<file path="config.mk">
export PLATFORM = sky130hd
export DESIGN_NAME = key_pio_in
export DESIGN_NICKNAME = d
export VERILOG_FILES = /design/src/rtl/key_pio_in.sv
export SDC_FILE = /design/constraint.sdc
export NUM_CORES = 1
export LEC_CHECK = 0
export CORE_MARGIN = 4
export CORE_UTILIZATION = 44
export CTS_BUF_LIST = sky130_fd_sc_hd__clkbuf_16
export CTS_CLUSTER_SIZE = 14
export DETAILED_ROUTE_END_ITERATION = 16
export DONT_BUFFER_PORTS = 1
export PLACE_DENSITY = 0.65
export SLEW_MARGIN = 25
export SYNTH_ARGS = -nofsm -noshare
export SYNTH_HDL_FRONTEND = slang
export SYNTH_SLANG_ARGS = --single-unit
</file>
<file path="constraint.sdc">
create_clock -name clk -period 1.5 [get_ports clk]
set_input_delay 0.075 -clock clk [delete_from_list [all_inputs] [get_ports clk]]
set_output_delay 0.075 -clock clk [all_outputs]
set_load 0.01 [all_outputs]
</file>
<file path="src/rtl/key_pio_in.sv">
// ---------------------------------------------------------------------------
// key_pio_in : Avalon-MM slave input PIO for push-buttons / switches.
//
// Each external input bit is passed through a two-flop synchroniser and a
// per-bit debounce counter. Accepted level changes are edge-detected into a
// sticky, write-1-to-clear capture register that drives a maskable,
// level-sensitive interrupt toward the host.
//
// Ports:
//   clk        in   system clock
//   reset_n    in   asynchronous active-low reset
//   address    in   [1:0] register select (0 data, 1 zero, 2 irqmask, 3 edgecap)
//   chipselect in   slave select
//   write_n    in   active-low write strobe
//   writedata  in   [WIDTH-1:0] write data
//   in_port    in   [WIDTH-1:0] asynchronous external inputs
//   readdata   out  [WIDTH-1:0] read data, combinational from address
//   irq        out  interrupt request, active-high level
// ---------------------------------------------------------------------------
module key_pio_in #(
  parameter int   WIDTH           = 4,
  parameter int   DEBOUNCE_CYCLES = 16,
  parameter int   EDGE_TYPE       = 1,
  parameter logic RESET_LEVEL     = 1'b1
) (
  input  logic             clk,
  input  logic             reset_n,
  input  logic [1:0]       address,
  input  logic             chipselect,
  input  logic             write_n,
  input  logic [WIDTH-1:0] writedata,
  input  logic [WIDTH-1:0] in_port,
  output logic [WIDTH-1:0] readdata,
  output logic             irq
);

  // Counter only needs to reach DEBOUNCE_CYCLES-1; keep at least one bit.
  localparam int              CW_RAW  = $clog2(DEBOUNCE_CYCLES);
  localparam int              CW      = (CW_RAW < 1) ? 1 : CW_RAW;
  localparam logic [CW-1:0]   CNT_MAX = CW'(DEBOUNCE_CYCLES - 1);
  localparam logic [WIDTH-1:0] RST_VEC = {WIDTH{RESET_LEVEL}};
  localparam logic [WIDTH-1:0] ZERO_VEC = {WIDTH{1'b0}};

  logic [WIDTH-1:0]         r_sync1;
  logic [WIDTH-1:0]         r_sync2;
  logic [WIDTH-1:0]         r_stable;
  logic [WIDTH-1:0][CW-1:0] r_cnt;
  logic [WIDTH-1:0]         r_irqmask;
  logic [WIDTH-1:0]         r_edgecap;

  logic [WIDTH-1:0]         w_commit;
  logic [WIDTH-1:0]         w_set;
  logic [WIDTH-1:0]         w_clr;
  logic                     w_wr;

  assign w_wr = chipselect & ~write_n;

  // A bit commits when it has differed from stable for the full debounce window.
  always_comb begin
    w_commit = ZERO_VEC;
    for (int i = 0; i < WIDTH; i++) begin
      w_commit[i] = (r_sync2[i] != r_stable[i]) && (r_cnt[i] == CNT_MAX);
    end
  end

  // Select which committed transitions set the capture register.
  // At commit time sync2 holds the new level, so it tells rising from falling.
  always_comb begin
    case (EDGE_TYPE)
      32'sd0:  w_set = w_commit & r_sync2;
      32'sd1:  w_set = w_commit & ~r_sync2;
      default: w_set = w_commit;
    endcase
  end

  // Write-1-to-clear mask for the capture register.
  always_comb begin
    if (w_wr && (address == 2'd3)) begin
      w_clr = writedata;
    end else begin
      w_clr = ZERO_VEC;
    end
  end

  // Two-flop synchroniser for the asynchronous inputs.
  always_ff @(posedge clk or negedge reset_n) begin
    if (!reset_n) begin
      r_sync1 <= RST_VEC;
      r_sync2 <= RST_VEC;
    end else begin
      r_sync1 <= in_port;
      r_sync2 <= r_sync1;
    end
  end

  // Per-bit debounce: any return to the stable level restarts the count.
  always_ff @(posedge clk or negedge reset_n) begin
    if (!reset_n) begin
      r_stable <= RST_VEC;
      for (int i = 0; i < WIDTH; i++) begin
        r_cnt[i] <= {CW{1'b0}};
      end
    end else begin
      for (int i = 0; i < WIDTH; i++) begin
        if (r_sync2[i] == r_stable[i]) begin
          r_cnt[i] <= {CW{1'b0}};
        end else if (r_cnt[i] == CNT_MAX) begin
          r_stable[i] <= r_sync2[i];
          r_cnt[i]    <= {CW{1'b0}};
        end else begin
          r_cnt[i] <= r_cnt[i] + CW'(1'b1);
        end
      end
    end
  end

  // Host-visible registers; a new capture overrides a same-cycle clear.
  always_ff @(posedge clk or negedge reset_n) begin
    if (!reset_n) begin
      r_irqmask <= ZERO_VEC;
      r_edgecap <= ZERO_VEC;
    end else begin
      if (w_wr && (address == 2'd2)) begin
        r_irqmask <= writedata;
      end
      r_edgecap <= (r_edgecap & ~w_clr) | w_set;
    end
  end

  // Zero-latency read mux.
  always_comb begin
    case (address)
      2'd0:    readdata = r_stable;
      2'd1:    readdata = ZERO_VEC;
      2'd2:    readdata = r_irqmask;
      2'd3:    readdata = r_edgecap;
      default: readdata = ZERO_VEC;
    endcase
  end

  assign irq = |(r_edgecap & r_irqmask);

endmodule

</file>
## Word level (Yosys, flattened, before mapping)

Cells that the tools add are included.
W data, S select, Z words.

| storage, ports and cells | value |
|---|---|
| bits in registers | 36 |
| bits of input ports | 14 |

| operators by class | value |
|---|---|
| add/sub/neg operators | 4 |
| eq/ne operators | 15 |
| multiplexer cells | 10 |
| bitwise gates (word level) | 12 |
| reduce and logical (&&, ||, !) cells | 12 |

Operators with widths:

| cell | count |
|---|---|
| $mux W4 | 9 |
| $add A4 B1 Y4 const B | 4 |
| $eq A4 B4 Y1 const B | 4 |
| $pmux W4 S4 | 1 |
| $and A4 B4 Y4 | 3 |
| $not A4 Y4 | 2 |
| $reduce_and A2 Y1 | 4 |
| $logic_and A1 B1 Y1 | 6 |
| $not A1 Y1 | 5 |
| $eq A1 B1 Y1 | 4 |
| $eq A2 B2 Y1 const B | 2 |
| $ne A1 B1 Y1 | 4 |
| $or A4 B4 Y4 | 1 |
| $reduce_or A4 Y1 | 1 |
| $eq A2 B1 Y1 const B | 1 |
| $logic_not A2 Y1 | 1 |
| $and A1 B1 Y1 | 1 |

## Logic depth before layout (Yosys ltp)

Gate-level depths: netlist of the first run.

| logic depth | value |
|---|---|
| word-level depth | 7 |
| depth in mapped cells | 4 |
| depth with buffers taken out | 4 |

## Least setup slack after synthesis of the first run

Ideal clock, no wire load.

| timing | value |
|---|---|
| path kind | register -> register |
| from | reg r_cnt[0] (netlist name) |
| to | reg r_stable[0] |
| arrival | 1,060 ps |
| data required time | 1,418 ps |
| slack | 358 ps |
| stages on the path, launching flop included | 4 |
| path buffers | 0 |
| clock period less this slack | 1,142 ps |
| path through | dfrtp_1 -> ha_1 -> nand3_1 -> mux2_2 |

| between the ends | value |
|---|---|
| longest elaborated chain between the ends | 2 |

RTL lines:

| element | RTL line | text |
|---|---|---|
| from (decl) | 47 | `logic [WIDTH-1:0][CW-1:0] r_cnt;` |
| from (signal, indexed assignment) | 101 | `r_cnt[i] <= {CW{1'b0}};` |
| from (signal, indexed assignment) | 106 | `r_cnt[i] <= {CW{1'b0}};` |
| from (signal, indexed assignment) | 109 | `r_cnt[i] <= {CW{1'b0}};` |
| $eq A4 B4 Y1 | 107 | `end else if (r_cnt[i] == CNT_MAX) begin` |
| $reduce_and A2 Y1 (no line) | -- |  |
| to (signal, indexed assignment) | 108 | `r_stable[i] <= r_sync2[i];` |
| to (decl) | 46 | `logic [WIDTH-1:0] r_stable;` |

No other way between the ends.
A chain may end at the register's enable or synchronous reset.

## Final worst setup path of the first run

| timing | value |
|---|---|
| from | reg r_edgecap[3] |
| to | out readdata[3] |

| between the ends | value |
|---|---|
| longest elaborated chain between the ends | 1 |

RTL lines:

| element | RTL line | text |
|---|---|---|
| from (decl) | 49 | `logic [WIDTH-1:0] r_edgecap;` |
| from (signal assigned) | 126 | `r_edgecap <= (r_edgecap & ~w_clr) \| w_set;` |
| $pmux W4 S4 | 132 | `case (address)` |
| to (decl) | 33 | `output logic [WIDTH-1:0] readdata,` |

No other way between the ends.

==> run_results.csv, run 1 <==
group,metric,value,unit
global_routing,use_met1,17.91,%
clock_tree,cts_sinks,36,
min_path,hp-start,"address[1]",
cells_and_area,fill_cells,295,
global_routing,grtUsageMet3,5.657,%
global_routing,grt_first_pass_wirelength,4740,um
timing,fmax,801.8,MHz
min_path,hold_class,"input pin to flop",
clock_tree,cts_tree,"done",
floorplan,die_w,67.34,um
power_and_ir_drop,power.leakage,0.8207,nW
routing,num_vias,954,
cells_and_area,finish.utilization,54.80,%
power_and_ir_drop,power,2.245,mW
routing,totalWireLength,2744,um
floorplan,start_util,46.06,%
cells_and_area,final_common_cell,"dfrtp_1",
floorplan,die_area,4534,um^2
clock_tree,cts_hold_buf,10,
timing,setup_viol_count_final,0,
worst_setup_path,cp_num_buf_inv,0,
global_routing,grt_usage,14.78,%
floorplan,rows,21,
timing,period_share,83.14,%
timing,hold_violations,0,
routing,post_drt_via_cell_ratio,5.360,
placed_design,io_buffers,0,
timing,drv_slew,0,
timing,finalSetupTns,0,ps
worst_setup_path,r2r_start,"r_cnt[8]",
cells_and_area,syn_to_final_growth,18.98,%
synthesis,synth_cells,115,
worst_setup_path,r2r_slack,270,ps
cells_and_area,layout.nets,149,
global_routing,grt.overflow.total,0,
timing,skew,6.085,ps
global_routing,top_usage_layer,"met2",
routing,ant_nets,0,
timing,layout_min_cycle_time,1247,ps
worst_setup_path,path_max_fanout,3,
clock_tree,post-cts-setup-buffers,0,
floorplan,io_pins,19,
min_path,min_path_cells,3,
power_and_ir_drop,vdd_drop_max,0.6020,mV
synthesis,syn_nets,133,
routing,drt_first_pass_iters,4,
min_path,holdPathEnd,"r_edgecap[3]",
placed_design,dpl-instance-area,1595,um^2
cells_and_area,layout-drive-gt1-share,24.24,%
clock_tree,cts_made_buffers,5,
global_routing,globalRouteMet2Util,22.45,%
cells_and_area,num_antenna_cells,0,
timing,tightestPinTransition,374.9,ps
clock_tree,cts_resized,0,
worst_setup_path,start_kind,"flop",
placed_design,hpwl,1873,um
worst_setup_path,r2r_end,"r_stable[2]",
floorplan,die_h,67.34,um
power_and_ir_drop,p_per_area,1218,nW/um^2
clock_tree,path_clk_slew,60,ps
worst_setup_path,critical-path-max-stage-delay,400,ps
routing,drtIter0Drc,54,
worst_setup_path,ff2ff_path_depth,3,
worst_setup_path,cp_cell_sequence,"mux2_2 > a22o_1",
global_routing,first_global_vias,998,
placed_design,gp_congestion,0.7735,
status,status,"finished, final reports clean",
clock_tree,htreeDepth,2,
flow_run,cap_violations,0,
synthesis,syn_area,1549,um^2
clock_tree,cts-root-buf,"clkbuf_16",
clock_tree,cts.path.max_buffers,2,
global_routing,antenna_found_initial,0,
synthesis,ys_warn_count,0,
synthesis,synth_cell_types,23,
synthesis,synth_area_per_cell,13.47,um^2
worst_setup_path,worstPathArrival,1170,ps
cells_and_area,final_cell_mix,"24 x dfrtp_1, 12 x dfstp_2, 9 x dlygate4sd3_1, 8 x xnor2_1, 8 x mux2_2",
timing,finalHoldWorstSlack,223.0,ps
worst_setup_path,cp_slowest_cell,"dfrtp_1",
worst_setup_path,crit_path_end_kind,"primary output",
routing,drc_errors,0,
global_routing,grt_max_degree,37,
timing,rsz0062_at_grt,"no",
worst_setup_path,crit_family,"flip-flops",
synthesis,synth_seq_area_share,59.13,%
clock_tree,clk_latency,280,ps
cells_and_area,fin_area,1843,um^2
timing,relSlewSlack,74.83,%
worst_setup_path,path_class,"flop to primary output",
worst_setup_path,worstPathRequired,1420,ps
synthesis,ys_ff_latch,36,
floorplan,design.core.area,3363,um^2
routing,wl_per_cell,15.42,um
## metal layers
metal,vias to the layer above,share of wire (%)
li1,455,-
met1,472,46
met2,25,48
met3,2,5.2
met4,0,0.91
met5,-,0
## synthesized netlist by cell type
cell type	instances	share of area, %
a21oi_1	4	1.3
a31oi_1	2	0.81
o21ai_0	2	0.65
dfstp_2	12	20
nand3_1	4	1.3
mux2_4	4	3.9
mux2_2	8	5.8
dfrtp_1	24	39
nor2b_1	4	1.6
ha_1	4	3.2
a311oi_1	4	2.3
xnor2_1	8	4.5
inv_1	2	0.48
a22oi_1	2	0.97
and4bb_4	1	1.1
nand2_1	5	1.2
nand4b_1	2	1.1
and4b_1	1	0.65
nor2_1	5	1.2
a22o_1	4	2.3
buf_6	1	0.73
nor3b_1	6	2.9
a21o_1	6	2.9
## area by class of cell
cell class,instances,area (um^2),share of cell area (%)
timing repair buffer,10,110.1,5.974
tap,46,57.56,3.123
sequential,36,915.9,49.69
clock inverter,3,12.51,0.6789
inverter,2,7.507,0.4073
multi-input combinational,76,614.3,33.33
clock buffer,5,125.1,6.789
## cells by family after synthesis
group	count (synthesis)	synth area share, %
xor+xnor	8	4.524
flops	36	59.13
fa+ha+maj	4	3.231
simple gates	28	11.07
compound gates	24	11.15
buf+inv	3	1.212
mux	12	9.693
## sequential cells by signal, summed over array words and instances, names as in the netlist
register / flops
r_sync1: 4
r_edgecap: 4
r_stable: 4
r_irqmask: 4
r_sync2: 4
r_cnt: 16
## how the worst max path moves through the flow
stage	to	start	slack [ps]	cells after the start
detailed placement	r_stable[2]	r_cnt[8]	300	3
global route	r_cnt[3]	r_cnt[0]	210	3
finish	readdata[3]	r_edgecap[3]	250	2
floorplan	r_stable[0]	r_cnt[0]	360	3
global placement	r_stable[2]	r_cnt[8]	320	3
CTS	readdata[0]	r_edgecap[0]	250	2
## power breakdown
part	leakage (nW)	switching, mW	internal (mW)
Sequential	0.443	0.0541	1.04
Combinational	0.302	0.0779	0.109
Clock	0.0762	0.362	0.599
## per-stage QoR
step | cells | setup slack (ps)
after floorplan | 115 | 358.0
after global placement | 160 | 315.1
after detailed placement | 160 | 295.3
after CTS | 178 | 245.7
after global routing | 178 | 212.8
final | 178 | 252.9
## worst reg2reg max path, delay by kind of cell (launching register included)
family / cells / cell delay, ps
adders and majority gates: 1 / 250
and+or+nand+nor: 1 / 150
DFF: 1 / 410
muxes: 1 / 350
Note: power is estimated with default switching activity, not from simulation.
==> run 2: changes to the inputs <==
--- a/config.mk
+++ b/config.mk
@@ -11,7 +11,7 @@
 export CTS_CLUSTER_SIZE = 14
 export DETAILED_ROUTE_END_ITERATION = 16
 export DONT_BUFFER_PORTS = 1
-export PLACE_DENSITY = 0.65
+export PLACE_DENSITY = 0.67
 export SLEW_MARGIN = 25
 export SYNTH_ARGS = -nofsm -noshare
 export SYNTH_HDL_FRONTEND = slang
==> constraint.sdc (replaced) <==
create_clock -name clk -period 1.08 [get_ports clk]
set_input_delay 0.054 -clock clk [delete_from_list [all_inputs] [get_ports clk]]
set_output_delay 0.054 -clock clk [all_outputs]
set_load 0.01 [all_outputs]
==> run_results.csv, run 2 (synthesis results as in run 1) <==
group,metric,value,unit
power_and_ir_drop,p_clk_share,44.9,%
global_routing,grt_first_pass_wirelength,5727,um
worst_setup_path,r2r_start,"r_cnt[1]",
routing,post_drt_via_cell_ratio,5.500,
routing,drtIter0Drc,39,
worst_setup_path,path_class,"flop to primary output",
clock_tree,path_clk_slew,50,ps
worst_setup_path,r2r_slack,-40,ps
power_and_ir_drop,power.leakage,0.9543,nW
worst_setup_path,worstPathRequired,1030,ps
floorplan,io_pins,19,
clock_tree,htreeDepth,2,
placed_design,dpl-instance-area,1703,um^2
global_routing,grt.overflow.total,0,
min_path,hold_class,"input pin to flop",
routing,wl_per_cell,17.56,um
power_and_ir_drop,pwr-share-comb,11.8,%
worst_setup_path,path_max_fanout,2,
clock_tree,cts-root-buf,"clkbuf_16",
cells_and_area,num_antenna_cells,0,
timing,tightestPinTransition,335.7,ps
timing,fmax,810.4,MHz
timing,layout_min_cycle_time,1234,ps
worst_setup_path,worstPathArrival,1180,ps
placed_design,place_ws,-85.86,ps
cells_and_area,layout-drive-gt1-share,50.00,%
routing,drt_first_pass_iters,4,
min_path,hp-start,"write_n",
cells_and_area,final_cell_mix,"24 x dfrtp_1, 15 x buf_4, 12 x dfstp_2, 9 x dlygate4sd3_1, 8 x mux2_4",
cells_and_area,largest_register_ffs,16,
global_routing,first_global_vias,1194,
routing,ant_nets,0,
floorplan,rows,21,
timing,setup_viol_count_final,6,
worst_setup_path,start_kind,"flop",
timing,drv_slew,0,
power_and_ir_drop,p_switching,0.7680,mW
cells_and_area,syn_to_final_growth,44.26,%
worst_setup_path,crit_path_end_kind,"primary output",
status,violations,"negative setup slack",
routing,totalWireLength,3442,um
flow_run,cap_violations,0,
routing,drc_errors,0,
min_path,min_path_cells,2,
placed_design,gp_congestion,0.7135,
placed_design,io_buffers,0,
timing,rsz0062_at_grt,"yes",
clock_tree,cts_sinks,36,
floorplan,design.core.area,3363,um^2
timing,hold_violations,0,
cells_and_area,layout.nets,167,
global_routing,antenna_found_initial,0,
timing,relSlewSlack,77.46,%
status,status,"finished, violations left",
floorplan,start_util,46.06,%
timing,period_share,114.3,%
worst_setup_path,ff2ff_path_depth,3,
timing,setup_ws,-153.9,ps
min_path,holdPathEnd,"r_irqmask[2]",
floorplan,die_w,67.34,um
routing,num_vias,1078,
floorplan,die_area,4534,um^2
floorplan,die_h,67.34,um
cells_and_area,regMostFlops,"r_cnt",
clock_tree,clk_latency,280,ps
global_routing,grt_max_degree,37,
placed_design,hpwl,2057,um
power_and_ir_drop,intPower,2.777,mW
global_routing,grt_usage,17.47,%
power_and_ir_drop,vdd_drop_max,1.143,mV
cells_and_area,final_common_cell,"dfrtp_1",
power_and_ir_drop,switching_share,21.66,%
power_and_ir_drop,p_per_area,1586,nW/um^2
clock_tree,cts_made_buffers,5,
timing,skew,3.042,ps
worst_setup_path,r2r_end,"r_cnt[3]",
cells_and_area,fin_area,2235,um^2
clock_tree,cts.path.max_buffers,2,
clock_tree,cts_tree,"done",
power_and_ir_drop,seq_power_share,43.4,%
## run 2: area by class of cell
type / instances / area, um^2
fill: 256 / 1129
sequential: 36 / 915.9
multi-input combinational: 76 / 834.6
timing repair buffer: 28 / 256.5
clock buffer: 5 / 125.1
tap: 46 / 57.56
clock inverter: 3 / 37.54
inverter: 2 / 7.507
## run 2: power by group through the flow
stage                     Sequential (mW)  Clock, mW  Combinational, mW
after floorplan                      1.53          0              0.180
after global placement               1.53          0              0.243
after detailed placement             1.54          0              0.255
after CTS                            1.51       1.63              0.374
after global routing                 1.55       1.68              0.469
final                                1.54       1.59              0.418
## run 2: worst max-delay path by stage
| stage | from | end | slack, ps | cells after the start |
|---|---|---|---|---|
| 6_report | r_edgecap[3] | readdata[3] | -150 | 2 |
| 5_1_grt | r_edgecap[0] | readdata[0] | -180 | 2 |
| 4_1_cts | r_edgecap[3] | readdata[3] | -150 | 2 |
| 3_5_place_dp | r_cnt[5] | r_cnt[7] | -90 | 3 |
| 3_3_place_gp | r_cnt[9] | r_stable[2] | 10 | 3 |
| 2_1_floorplan | r_cnt[0] | r_stable[0] | -7 | 3 |
## run 2: layer usage
metal	GRT usage (%)	share of wire (%)	wire, um
met5	0	0	0
met2	26.99	49	1692
met1	20.73	42	1434
met3	7.654	6.9	239
met4	8.608	2.2	75
## run 2: through the flow
| step | util [%] | setup TNS (ps) | total power [mW] | instances | hold WS (ps) |
|---|---|---|---|---|---|
| after floorplan | - | -7.447 | 1.706 | 115 | -241.6 |
| after global placement | 50.63 | 0 | 1.774 | 171 | -240.5 |
| after detailed placement | 50.63 | -159.6 | 1.794 | 171 | -240.5 |
| after CTS | 61.38 | -715.5 | 3.518 | 196 | 188.9 |
| after global routing | 66.44 | -1081 | 3.699 | 196 | 200.6 |
| final | 66.44 | -739.7 | 3.545 | 196 | 200.1 |
## run 2: timing repair
item / in CTS / in global routing
gates resized for setup: 7 / 27
pin swaps: 10 / 9
endpoints found under the setup margin: 13 / 24
endpoints found under the hold margin: 48 / 0
hold buffers: 10 / 0
buffers inserted: 7 / 0
cloned: 0 / 0
## run 2: critical path, stage by stage, from the launching register on
cell,delay [ps]
dfrtp_1,390
mux2_2,280
a22o_1,230
